===== src/rtl/vram_arbiter.sv =====
// vram_arbiter: shares the single VRAM port between display readout and the host.
// The display wins any cycle its window is open. Host writes are queued in a small FIFO.
// Host reads wait in a one-entry hold and return after a fixed latency.
module vram_arbiter #(
  parameter int unsigned ADDR_W     = 13,
  parameter int unsigned DATA_W     = 8,
  parameter int unsigned FIFO_DEPTH = 4,
  parameter int unsigned RD_LATENCY = 1
) (
  input  logic                          clk,
  input  logic                          nrst,
  input  logic                          dispActive,
  input  logic [ADDR_W-1:0]             dispAddr,
  input  logic                          hostWrValid,
  output logic                          hostWrReady,
  input  logic [ADDR_W-1:0]             hostWrAddr,
  input  logic [DATA_W-1:0]             hostWrData,
  input  logic                          hostRdValid,
  output logic                          hostRdReady,
  input  logic [ADDR_W-1:0]             hostRdAddr,
  output logic                          hostRdDataValid,
  output logic [DATA_W-1:0]             hostRdData,
  output logic [$clog2(FIFO_DEPTH):0]   fifoLevel,
  output logic [ADDR_W-1:0]             vramAddr,
  output logic                          vramWe,
  output logic [DATA_W-1:0]             vramWData,
  input  logic [DATA_W-1:0]             vramRData
);

  localparam int unsigned PTR_W = $clog2(FIFO_DEPTH);
  localparam int unsigned LVL_W = PTR_W + 1;

  typedef enum logic [1:0] {
    SLOT_IDLE  = 2'd0,
    SLOT_DISP  = 2'd1,
    SLOT_WRITE = 2'd2,
    SLOT_READ  = 2'd3
  } slot_t;

  logic [ADDR_W-1:0]     fifoAddr [FIFO_DEPTH];
  logic [DATA_W-1:0]     fifoData [FIFO_DEPTH];
  logic [PTR_W-1:0]      wrPtr;
  logic [PTR_W-1:0]      rdPtr;
  logic                  holdFull;
  logic [ADDR_W-1:0]     holdAddr;
  logic [RD_LATENCY-1:0] rdPipe;

  logic  fifoEmpty;
  logic  fifoFull;
  logic  wrPush;
  logic  rdAccept;
  logic  wrPop;
  logic  rdIssue;
  slot_t slot;

  // Occupancy flags and host handshakes; a held read blocks new writes to keep RAW ordering
  always_comb begin
    fifoEmpty   = (fifoLevel == '0);
    fifoFull    = (fifoLevel == LVL_W'(FIFO_DEPTH));
    hostWrReady = ~fifoFull & ~holdFull;
    hostRdReady = ~holdFull;
    wrPush      = hostWrValid & hostWrReady;
    rdAccept    = hostRdValid & hostRdReady;
  end

  // Slot owner this cycle: display, then pending writes, then the held read
  always_comb begin
    slot = SLOT_IDLE;
    if (dispActive) begin
      slot = SLOT_DISP;
    end else if (!fifoEmpty) begin
      slot = SLOT_WRITE;
    end else if (holdFull) begin
      slot = SLOT_READ;
    end
    wrPop   = (slot == SLOT_WRITE);
    rdIssue = (slot == SLOT_READ);
  end

  // VRAM port drive for the selected slot
  always_comb begin
    vramAddr  = '0;
    vramWe    = 1'b0;
    vramWData = '0;
    case (slot)
      SLOT_DISP: begin
        vramAddr = dispAddr;
      end
      SLOT_WRITE: begin
        vramAddr  = fifoAddr[rdPtr];
        vramWData = fifoData[rdPtr];
        vramWe    = 1'b1;
      end
      SLOT_READ: begin
        vramAddr = holdAddr;
      end
      default: begin
        vramAddr = '0;
      end
    endcase
  end

  // Write FIFO storage; contents need no reset since the level gates every use
  always_ff @(posedge clk) begin
    if (wrPush) begin
      fifoAddr[wrPtr] <= hostWrAddr;
      fifoData[wrPtr] <= hostWrData;
    end
  end

  // Write FIFO pointers and level; pointers wrap naturally at a power-of-two depth
  always_ff @(posedge clk or negedge nrst) begin
    if (!nrst) begin
      wrPtr     <= '0;
      rdPtr     <= '0;
      fifoLevel <= '0;
    end else begin
      if (wrPush) begin
        wrPtr <= wrPtr + PTR_W'(1);
      end
      if (wrPop) begin
        rdPtr <= rdPtr + PTR_W'(1);
      end
      case ({wrPush, wrPop})
        2'b10:   fifoLevel <= fifoLevel + LVL_W'(1);
        2'b01:   fifoLevel <= fifoLevel - LVL_W'(1);
        default: fifoLevel <= fifoLevel;
      endcase
    end
  end

  // Single-entry read hold: filled on accept, emptied when the read drives VRAM
  always_ff @(posedge clk or negedge nrst) begin
    if (!nrst) begin
      holdFull <= 1'b0;
      holdAddr <= '0;
    end else if (rdAccept) begin
      holdFull <= 1'b1;
      holdAddr <= hostRdAddr;
    end else if (rdIssue) begin
      holdFull <= 1'b0;
    end
  end

  // Read-valid shift register tracking issued reads until VRAM data is ready
  generate
    if (RD_LATENCY > 1) begin : gPipeLong
      always_ff @(posedge clk or negedge nrst) begin
        if (!nrst) begin
          rdPipe <= '0;
        end else begin
          rdPipe <= {rdPipe[RD_LATENCY-2:0], rdIssue};
        end
      end
    end else begin : gPipeShort
      always_ff @(posedge clk or negedge nrst) begin
        if (!nrst) begin
          rdPipe <= '0;
        end else begin
          rdPipe <= rdIssue;
        end
      end
    end
  endgenerate

  // Return capture: data held until the next return, valid is a single-cycle pulse
  always_ff @(posedge clk or negedge nrst) begin
    if (!nrst) begin
      hostRdDataValid <= 1'b0;
      hostRdData      <= '0;
    end else begin
      hostRdDataValid <= rdPipe[RD_LATENCY-1];
      if (rdPipe[RD_LATENCY-1]) begin
        hostRdData <= vramRData;
      end
    end
  end

endmodule

===== config.mk =====
export PLATFORM = sky130hd
export DESIGN_NAME = vram_arbiter
export DESIGN_NICKNAME = d
export VERILOG_FILES = /design/src/rtl/vram_arbiter.sv
export SDC_FILE = /design/constraint.sdc
export NUM_CORES = 1
export LEC_CHECK = 0
export CAP_MARGIN = 25
export CORE_ASPECT_RATIO = 0.9
export CORE_MARGIN = 2
export CORE_UTILIZATION = 46
export CTS_CLUSTER_SIZE = 12
export DETAILED_ROUTE_END_ITERATION = 10
export PLACE_DENSITY = 0.85
export SYNTH_ARGS = -nofsm -noshare
export SYNTH_HDL_FRONTEND = slang
export SYNTH_SLANG_ARGS = --single-unit
export TNS_END_PERCENT = 30

===== constraint.sdc =====
create_clock -name clk -period 1.9 [get_ports clk]
set_input_delay 0.57 -clock clk [delete_from_list [all_inputs] [get_ports clk]]
set_output_delay 0.57 -clock clk [all_outputs]
set_load 0.1 [all_outputs]

==> results_dict.tcl <==
set metrics [dict create \
    outcome "finished, violations left" \
    violations "setup timing" \
    grt_pass1_vias 3087 \
    fmax_mhz 358.1 \
    path_cells "buf_12, mux4_2, a221o_4, buf_12" \
    ys_ff_latch 115 \
    place.gp.congestion 0.7877 \
    required_ps 1330 \
    cpLargestDelayFamily "multiplexers" \
    clk_pin_slew_ps 50 \
    row_count 34 \
    grt_usage 0.2164 \
    maxCapViolCount 0 \
    rsz0062_at_grt "true" \
    vias_per_cell 5.279 \
    layoutNonFillerInstCount 523 \
    grt-ovfl-total 0 \
    relSlewSlack 0.7696 \
    grt_max_degree 32 \
    placed_cells 486 \
    drtIter0Drc 143 \
    startpoint_type "flip-flop" \
    grt_pass1_wl_um 16740 \
    power_frac_clock 0.234 \
    post-route-period-util 1.470 \
    finalSetupTns_ps -18130 \
    synth.yosys.seq_area_share 0.7128 \
    slowest_stage "mux4_2" \
    critPathArrivalTime_ps 2220 \
    die_w_um 109.7 \
    numCtsBuffers 17 \
    fin_skew_ps 13.28 \
    path_common_cell "buf_12" \
    antenna_found_initial 1 \
    wl_um 11040 \
    netlist_area_um2 4627 \
    setup_slack_ps -892.5 \
    fin_crit_ps 2792 \
    cpPeakStageDelay_ps 540 \
    slew_violations 0 \
    io_buffers 95 \
    wire_per_inst_um 21.10 \
    p_total_mw 12.80 \
    drtAntennaViolNets 0 \
    cts_tree "built" \
    rr_endpoint "fifoLevel[1]" \
    coreArea_um2 9742 \
    clock-sinks 115 \
    cp_max_fo 7 \
    pwr_density_cell_nw_per_um2 1764 \
    leakage_nw 2.773 \
    internal_power_mw 7.847 \
    start_util 0.4750 \
    path_buf_inv 2 \
    die-area_um2 10880 \
    tightest_slew_ps 345.7 \
    criticalPathCategory "flip-flop to output pin" \
    combPwrFrac 0.494 \
    hp-class "input port to async pin" \
    drt_pass1_iterations 4 \
    drive_gt1_frac 0.4697 \
    drc 0 \
    p_switching_mw 4.951 \
    final_nets 449 \
    cp-end-kind "output pin" \
    synth_nets 305 \
    clk_path_buf_depth 2 \
    swShare 0.3868 \
    r2r_setup_slack_ps -80 \
    layout-area-overhead-vs-synth_pct 56.76 \
    cts.htree.levels 4 \
    dp_hpwl_um 7508 \
    clkLatencyLatePin_ps 520 \
    clockRootBuffer "clkbuf_8" \
    p_seq_frac 0.273 \
    ir_worst_vdd_uv 1214 \
    post-route-util 0.7445 \
    pin_count 96 \
    setup_violations 25 \
    syn_avg_cell_area_um2 19.36 \
    vias 2761 \
    syn-instance-count 239 \
    rr_startpoint "fifoLevel[0]" \
    worst-r2r-cell-count 8 \
    yosysWarnings 0 \
    finalHoldViolations 0 \
    die_y_um 99.15 \
    synth.distinct_cells 26 \
]
==> metal layers <==
| layer | wire [um] | global-route usage |
|---|---|---|
| met1 | 4162 | 0.2511 |
| met4 | 156 | 0.08277 |
| met3 | 684 | 0.06422 |
| met2 | 6033 | 0.3770 |
| met5 | 0 | 0 |
==> cell usage after synthesis <==
library cell   n  area [um^2]
and2_1        25        156.4
nor2_1         5        18.77
fa_1           1        20.02
inv_1          8        30.03
buf_12         1        20.02
ha_1           5        62.56
mux2i_1        1        10.01
edfxtp_1      84         2522
nor3b_2        1        12.51
buf_1          1        3.750
buf_4          1        7.510
clkbuf_1       5        18.77
mux2_2        22        247.7
nor2b_1        1        6.260
a221o_1       13        130.1
a21oi_1        1        5.000
nor3_1         1        5.000
xor2_1         4        35.03
mux4_1         2        52.55
nor3b_1        1        7.510
buf_2          2        10.01
dfrtp_1       31        775.7
a211oi_2       1        12.51
buf_6          1        11.26
xnor2_1        2        17.52
mux4_2        19        427.9
==> stage by stage <==
step                      hold WS [ps]  instance area [um^2]  worst slack, ps
final                            428.1                  7253           -892.5
after floorplan                  274.4                  4865           -532.6
after detailed placement         511.8                  6591           -710.9
after CTS                        416.4                  7216           -927.3
after global routing             428.0                  7253           -943.5
after global placement           489.7                  6591           -669.0
==> sequential cells by signal (all words and copies together), names as in the netlist <==
name / count
fifoAddr: 52
fifoData: 32
fifoLevel: 3
holdAddr: 13
holdFull: 1
hostRdData: 8
hostRdDataValid: 1
rdPipe: 1
rdPtr: 2
wrPtr: 2
==> worst max path at each step <==
stage / to / cells past startpoint / startpoint
CTS: vramAddr[12] / 4 / rdPtr[0]
global route: vramAddr[12] / 4 / rdPtr[0]
global placement: vramAddr[5] / 5 / dispActive
finish: vramAddr[12] / 4 / rdPtr[0]
floorplan: vramAddr[0] / 4 / holdFull
detailed placement: vramAddr[12] / 5 / dispActive
==> timing repair <==
item	in CTS	in global routing
gates cloned	0	0
endpoints found under the setup margin	41	66
hold buffers	0	0
setup buffers	1	3
pin swaps	14	1
resized for setup	13	3
==> cells in the final DEF, fill, tap and decap left out, types with 2 or more instances in the layout <==
cell	netlist	layout
a221o_2	0	3
a221o_4	0	10
and2_1	25	15
and2_2	0	2
and2_4	0	8
buf_12	1	44
buf_4	1	26
buf_6	1	6
clkbuf_1	5	3
clkbuf_16	0	20
clkbuf_8	0	2
clkdlybuf4s50_1	0	58
clkinv_2	0	5
clkinvlp_4	0	2
dfrtp_1	31	26
dfrtp_2	0	2
dfrtp_4	0	3
edfxtp_1	84	84
ha_1	5	4
inv_1	8	6
mux2_2	22	22
mux4_2	19	20
nor2_1	5	3
nor2_4	0	2
xnor2_1	2	2
xor2_1	4	4
==> area by class of cell <==
type	count	area, um^2
inverters	8	33.78
multi-input cells	105	1421
diodes	1	2.502
clock buffers	25	539.3
clock inverters	7	38.79
well taps	126	157.7
fillers	550	2489
repair buffers	136	1748
flip-flops and latches	115	3312
==> power by group through the flow <==
stage	Sequential [mW]	Combinational [mW]	Clock [mW]
finish	3.49	6.32	2.99
global route	3.54	6.57	3.15
CTS	3.50	6.33	3.04
detailed placement	3.53	6.15	0
global placement	3.49	6.06	0
floorplan	4.32	3.13	0
==> logic make-up after synthesis <==
kind of cell               share of synthesized area
DFF                                           0.7128
buffers and inverters                        0.02190
xor gates and xnor gates                     0.01136
adders and majority gates                    0.01785
muxes                                         0.1595
and+or+nand+nor                              0.04462
AOI/OAI and AO/OA                            0.03191
(Power assumes the default switching activity.)
